==> src/rtl/register_bank_ba.sv <==
// General-purpose register bank with base-address zeroing of register 0
// and a per-register pending scoreboard for outstanding multi-cycle loads.
module register_bank_ba #(
  parameter int unsigned WIDTH      = 32,
  parameter int unsigned NUM_REGS   = 16,
  parameter int unsigned SEL_W      = 4,
  parameter int unsigned R0_BA_GATE = 1
) (
  input  logic             clock,
  input  logic             clear,
  input  logic             wr_en,
  input  logic [SEL_W-1:0] wr_sel,
  input  logic [WIDTH-1:0] BusMuxOut,
  input  logic             rd_en,
  input  logic [SEL_W-1:0] rd_sel,
  input  logic             BAout,
  input  logic             rsv_en,
  input  logic [SEL_W-1:0] rsv_sel,
  output logic [WIDTH-1:0] BusMuxIn,
  output logic             rd_stall,
  output logic [SEL_W:0]   pend_cnt,
  output logic             rsv_err
);

  localparam int unsigned CW = SEL_W + 1;

  logic [WIDTH-1:0]    regs [NUM_REGS];
  logic [NUM_REGS-1:0] valid;
  logic [NUM_REGS-1:0] valid_nxt;
  logic [CW-1:0]       cnt_nxt;
  logic                err_nxt;

  logic [WIDTH-1:0]    sel_data;
  logic                sel_valid;
  logic                sel_hit;
  logic                ba_zero;

  // Next scoreboard state: write sets valid, reserve clears it and wins on a tie.
  always_comb begin
    valid_nxt = valid;
    err_nxt   = rsv_err;
    cnt_nxt   = '0;
    for (int i = 0; i < NUM_REGS; i++) begin
      if (wr_en && (wr_sel == SEL_W'(i))) valid_nxt[i] = 1'b1;
    end
    for (int i = 0; i < NUM_REGS; i++) begin
      if (rsv_en && (rsv_sel == SEL_W'(i))) begin
        valid_nxt[i] = 1'b0;
        if (!valid[i]) err_nxt = 1'b1;
      end
    end
    for (int i = 0; i < NUM_REGS; i++) begin
      if (!valid_nxt[i]) cnt_nxt = cnt_nxt + CW'(1);
    end
  end

  // All state updates on the falling edge; clear discards everything at once.
  always_ff @(negedge clock or negedge clear) begin
    if (!clear) begin
      for (int i = 0; i < NUM_REGS; i++) regs[i] <= '0;
      valid    <= '1;
      pend_cnt <= '0;
      rsv_err  <= 1'b0;
    end else begin
      for (int i = 0; i < NUM_REGS; i++) begin
        if (wr_en && (wr_sel == SEL_W'(i))) regs[i] <= BusMuxOut;
      end
      valid    <= valid_nxt;
      pend_cnt <= cnt_nxt;
      rsv_err  <= err_nxt;
    end
  end

  // Read select; out-of-range selects never hit.
  always_comb begin
    sel_data  = '0;
    sel_valid = 1'b1;
    sel_hit   = 1'b0;
    for (int i = 0; i < NUM_REGS; i++) begin
      if (rd_sel == SEL_W'(i)) begin
        sel_hit   = 1'b1;
        sel_data  = regs[i];
        sel_valid = valid[i];
      end
    end
  end

  assign ba_zero  = (R0_BA_GATE != 0) && BAout && (rd_sel == '0);
  assign rd_stall = clear && rd_en && sel_hit && !sel_valid && !ba_zero;
  assign BusMuxIn = (clear && rd_en && sel_hit && sel_valid && !ba_zero) ? sel_data : '0;

endmodule

==> config.mk <==
export PLATFORM = sky130hd
export DESIGN_NAME = register_bank_ba
export DESIGN_NICKNAME = d
export VERILOG_FILES = /design/src/rtl/register_bank_ba.sv
export SDC_FILE = /design/constraint.sdc
export NUM_CORES = 1
export LEC_CHECK = 0
export ABC_AREA = 1
export BUFFER_PORTS_ARGS = -buffer_cell sky130_fd_sc_hd__buf_2
export CORE_MARGIN = 8
export CORE_UTILIZATION = 65
export CTS_CLUSTER_DIAMETER = 80
export CTS_CLUSTER_SIZE = 8
export DETAILED_ROUTE_END_ITERATION = 6
export HOLD_SLACK_MARGIN = 0.02
export PLACE_DENSITY = 0.83
export SETUP_SLACK_MARGIN = 0.2
export SYNTH_ARGS = -nofsm -noshare
export SYNTH_HDL_FRONTEND = slang
export SYNTH_SLANG_ARGS = --single-unit
==> constraint.sdc <==
create_clock -name clock -period 18.91 [get_ports clock]
set_input_delay 3.782 -clock clock [delete_from_list [all_inputs] [get_ports clock]]
set_output_delay 3.782 -clock clock [all_outputs]
set_load 0.05 [all_outputs]
==> results of run 1 <==
sequential cells by signal, summed over array words and instances, names as in the netlist:
register	count
regs	512
valid	16
pend_cnt	5
rsv_err	1
worst max-delay path, delay by kind of cell:
family,cells,cell delay [ns]
AO/OA/AOI/OAI,1,0.12
adder cells (fa/ha/maj),3,0.72
buffers and inverters,28,3.21
AND/OR/NAND/NOR,28,2.63
per-layer routing:
metal  wire length (um)  GRT usage, %  vias to the layer above  part of all wire [%]
met5                 27             0                        -                 0.033
met4               5650          23.8                        4                   6.9
met3               7910          8.53                      376                   9.6
met2              39100          58.5                     1446                    48
met1              29300          42.4                    11200                    36
li1                   -             -                    10100                     -
timing repair:
item / CTS / global route
pin swaps: 45 / 77
gates resized for setup: 54 / 111
hold buffers: 0 / 0
buffers inserted: 49 / 9
endpoints found under the setup margin: 4 / 4
cell usage in the layout (no fill, tap or decap), types with 36 or more instances in the layout:
master,instances
nand2_1,628
o21ai_0,536
dfrtn_1,518
inv_1,278
buf_4,166
nor2_1,155
a21oi_1,148
a221oi_1,82
buf_2,82
clkbuf_16,77
nand2_2,57
nand3_1,47
o211ai_1,36
worst max path at each step:
stage,startpoint,endpoint
floorplan,wr_sel[2],pend_cnt[4]
global placement,wr_sel[0],pend_cnt[4]
detailed placement,wr_sel[0],pend_cnt[3]
CTS,wr_sel[3],pend_cnt[4]
global route,rsv_en,pend_cnt[4]
finish,rsv_en,pend_cnt[4]
kinds of logic (layout without fill, tap and decap cells):
logic type / count (synthesis) / count (layout) / synth area share (%)
compound gates: 888 / 888 / 20.7
xor+xnor: 2 / 2 / 0.101
fa+ha+maj: 15 / 15 / 0.756
buf+inv: 489 / 665 / 7.41
flops: 534 / 534 / 53.9
other cells: 0 / 1 / 0
simple gates: 1021 / 1021 / 17.1
power breakdown:
part	internal (mW)	switching, mW
sequential	1.43	0.130
clock	0.731	0.491
combinational	0.569	0.809
total	2.73	1.43
cells in the mapped netlist, drive strengths merged:
master and n:
clkinv 1, buf 8, nand3b 4, a221oi 82
nor2 188, nand4 10, a311oi 4, nor4 1
dfrtn 518, o21ai 540, a211oi 13, o22ai 3
a22oi 1, and2 2, o31ai 5, a2111oi 4
xor2 2, nand3 86, o2111ai 16, clkbuf 184
or2 6, a21oi 153, nand2 719, a31oi 1
a32o 20, o211ai 36, dfstp 16, nor3 5
ha 15, a21boi 9, o32ai 1, inv 296
per-stage QoR:
step | instances | worst slack (ns)
after floorplan | 2949 | -0.326
after global placement | 3471 | -0.813
after detailed placement | 3471 | -1.07
after CTS | 3627 | -0.202
after global routing | 3636 | -0.771
final | 3637 | -0.595
layout make-up:
class,instances,area share [%]
antenna,1,0.00849
multi-input combinational,1926,35.3
clock inverter,22,0.446
sequential,534,45.4
clock buffer,86,6.69
inverter,296,3.78
tap,511,2.17
timing repair buffer,261,6.22
==> results.cfg, run 1 <==
[global_routing]
grt_pass1_wl_mm = 126
antenna_found_initial = 3
grtUsageTotal_pct = 35.9
grt_pass1_vias = 23600
overflow = 0
grt_start_max_net_pins = 184

[routing]
wl_mm = 82.0
via_per_inst = 6.36
ant_nets = 0
vias = 23100
drt_first_pass_iters = 6
avgRoutedWirePerCell_um = 22.5
drt_iter0_markers = 2777
drc_errors = 0

[critical_path]
cpMostUsedCell = buf_4
cp_max_fo = 5
cp.arrival_ns = 10.48
crit_path_start_kind = input port
r2r_end = pend_cnt[4]
path_class = in -> reg
cpPeakStageDelay_ns = 0.30
crit_slowest_cell = ha_1
rr_worst_depth = 58
required_ns = 9.89
crit_path_end_kind = flop
reg2reg_slack_ns = 11.75
r2r-start = valid[1]

[floorplanning]
die_x_um = 211
die-area_mm2 = 0.0447
die_y_um = 211
fp.coreArea_mm2 = 0.0377
io_pins = 89
start_util_pct = 65.9
num_rows = 71

[synth]
ys_top_cells_by_area = dfrtn_1, o21ai_0, nand2_1
yosys_warnings = 0
synth_nets = 3014
ys_ff_latch = 534
avgSynthCellArea_um2 = 8.41
synth_cell_types = 46
synth_seq_area_share_pct = 53.9
synth_area_mm2 = 0.0248
synth_top_area_cell = dfrtn_1
synth_cells = 2949
synth_top_area_share_pct = 52.2

[power]
vdd_drop_max_uv = 98.3
total_power_mw = 4.16
p_leak_nw = 13.9
power.density_mw_per_mm2 = 141

[hold_path]
hold_class = reg -> reg
hp-start = regs[110]
worstHoldPathCells = 2
min_to = regs[110]

[timing]
finalSetupViolCount = 4
hold_viol_final = 0
fin_worst_skew_ns = 0.0745
fin_setup_tns_ns = -1.72
worstMarginPinSlew_ns = 1.26
slew_viol_final = 0
rsz0062_at_grt = yes
max_slew_margin_pct = 14.0
hold_ws_ns = 0.429
fin_ws_ns = -0.595

[place]
gp_congestion = 0.951
placed_cell_area_mm2 = 0.0263
dp_hpwl_mm = 46.4
port_buffers = 88

[layout]
utilization_pct = 78.2
area_delta_synth_final_pct = 18.7
fill_cells = 2444
final_area_mm2 = 0.0295
multi_input_area_mm2 = 0.0104
regArea_mm2 = 0.0134
drive_gt1_share_pct = 18.7
nets = 3176

[clocking]
clkTransAtPathRegs_ns = 0.04
tritoncts = done
htree_levels = 3
clock-root-buffer = clkbuf_16
clk_path_buf_depth = 3
cts-buffers-inserted = 76
cts.sinks = 534
clk-insertion-delay-late_ns = 0.65

[run_status]
status = complete, but fails checks
violations = negative setup slack

[flow_run]
maxCapViolations = 0
(Power assumes the default switching activity.)
==> run 2, diff against run 1 <==
CORE_UTILIZATION = 56   (was 65)
PLACE_DENSITY = 0.76   (was 0.83)
clock period = 17 ns   (was 18.91 ns; I/O delays follow)
==> run 2 against run 1 <==
Effect of this change:
- the run still ends with negative setup slack left
- routed wire length is 2.3% lower
- critical endpoint unchanged
- non-clock buffer count grew 59
- clock-buffer cell count increased by 2
- final cell count increased by 3.9%
- hold slack barely moved
==> results.cfg, run 2 (synthesis results as in run 1) <==
[global_routing]
grtUsageTotal_pct = 30.9
grt_pass1_wl_mm = 125
antenna_found_initial = 1
grt_start_max_net_pins = 135
overflow = 0
grt_pass1_vias = 23300

[critical_path]
cpPeakStageDelay_ns = 0.28
crit_path_end_kind = flop
crit_slowest_cell = ha_4
cp.arrival_ns = 9.99
path_class = in -> reg
crit_path_start_kind = input port
rr_worst_depth = 48
cpMostUsedCell = nand2_4
r2r-start = valid[0]
startpoint = rsv_sel[2]
cp_max_fo = 4
required_ns = 8.92

[timing]
slew_viol_final = 0
fin_setup_tns_ns = -5.04
max_slew_margin_pct = 16.2
fin_ws_ns = -1.07
fin_worst_skew_ns = 0.0725
rsz0062_at_grt = yes
finalSetupViolCount = 5
hold_viol_final = 0
worstMarginPinSlew_ns = 1.26

[power]
vdd_drop_max_uv = 112
p_leak_nw = 14.2
p_sw_share_pct = 33.7
intPower_mw = 3.02
clkPwrFrac_pct = 30.4
p_seq_share_pct = 37.9
total_power_mw = 4.55
power.density_mw_per_mm2 = 152
net-switching-power_mw = 1.53
p_comb_share_pct = 31.7

[layout]
drive_gt1_share_pct = 19.2
largest_register_ffs = 512
fill_cells = 3342
area_delta_synth_final_pct = 20.9
insertedDiodeCount = 0
reg_top3 = regs x512, valid x16, pend_cnt x5
regMostFlops = regs
layout_common_cells = nand2_1, o21ai_0, dfrtn_1, inv_1, buf_4
final_area_mm2 = 0.0300
nets = 3236
final_common_cell = nand2_1
utilization_pct = 68.3

[run_status]
status = complete, but fails checks
violations = negative setup slack

[place]
port_buffers = 88
gp_congestion = 0.916
dp_hpwl_mm = 47.2
placed_cell_area_mm2 = 0.0266

[clocking]
clock-root-buffer = clkbuf_16
cts.sinks = 534
htree_levels = 3
ctsHoldBuffers = 0
clkTransAtPathRegs_ns = 0.04
clk-insertion-delay-late_ns = 0.64
clk_path_buf_depth = 3
tritoncts = done
cts-buffers-inserted = 77

[floorplanning]
fp.coreArea_mm2 = 0.0439
io_pins = 89
die_x_um = 226
num_rows = 77
die_y_um = 226
die-area_mm2 = 0.0513
start_util_pct = 56.5

[flow_run]
maxCapViolations = 0

[routing]
via_per_inst = 6.04
drc_errors = 0
avgRoutedWirePerCell_um = 21.2
vias = 22800
drt_first_pass_iters = 6
ant_nets = 0
drt_iter0_markers = 2766
wl_mm = 80.1

[hold_path]
hp-start = regs[122]
worstHoldPathCells = 2
hold_class = reg -> reg
==> run 2: cell types whose count changed in the layout (fill, tap and decap cells not counted), moves of 9 or more <==
cell | before | now
buf_6 | 8 | 32
buf_4 | 166 | 205
nand2_2 | 57 | 48
nand2_4 | 34 | 22
nand3_2 | 34 | 24
nand3_1 | 47 | 61
nand2_1 | 628 | 649
==> run 2: power by group through the flow <==
stage / sequential [mW] / combinational, mW / clock, mW
after floorplan: 1.71 / 0.755 / 0.00613
after global placement: 1.72 / 1.12 / 0.00613
after detailed placement: 1.73 / 1.16 / 0.00613
after CTS: 1.72 / 1.28 / 1.39
after global routing: 1.75 / 1.59 / 1.45
final: 1.73 / 1.44 / 1.39
==> run 2: worst max-delay path: cells and delay by family <==
kind / cells / cell delay [ns]
adders and majority gates: 8 / 1.80
buffers and inverters: 6 / 0.57
AOI/OAI and AO/OA: 6 / 0.81
and+or+nand+nor: 30 / 3.36
==> run 2: layout make-up <==
class	count	area (um2)	area share, %
clock buffer	88	2010	6.71
tap	592	741	2.47
multi-input combinational	1926	10200	34.1
clock inverter	22	143	0.476
inverter	296	1120	3.72
sequential	534	13400	44.6
timing repair buffer	320	2360	7.89
==> run 2: stage by stage <==
step | cells | hold slack [ns] | setup WS (ns)
global placement | 3585 | 0.421 | -1.43
CTS | 3769 | 0.430 | -0.796
global route | 3778 | 0.439 | -1.34
detailed placement | 3585 | 0.429 | -1.65
finish | 3778 | 0.428 | -1.07
floorplan | 2949 | 0.408 | -0.899
==> run 2: what timing repair did <==
action | CTS | global route
pin swaps | 39 | 59
resized for setup | 53 | 89
setup endpoints to repair | 4 | 5
cloned | 0 | 0
setup buffers | 75 | 9
==> run 2: metal layers <==
layer / vias up / GRT usage (%) / part of all wire, %
met5: - / 0 / 0.016
met4: 2 / 16.1 / 5.1
met3: 275 / 5.25 / 7.5
met2: 1186 / 53.0 / 50
met1: 11100 / 37.1 / 38
li1: 10200 / - / -
==> run 2: worst paths after layout <==
check	end	slack [ns]
worst min register to register	regs[122]	0.43
worst max-delay path	pend_cnt[4]	-1.07
max in group asynchronous	regs[425]	4.20
worst min-delay path	regs[122]	0.43
min in group asynchronous	pend_cnt[4]	11.31
worst max register to register	pend_cnt[4]	9.90
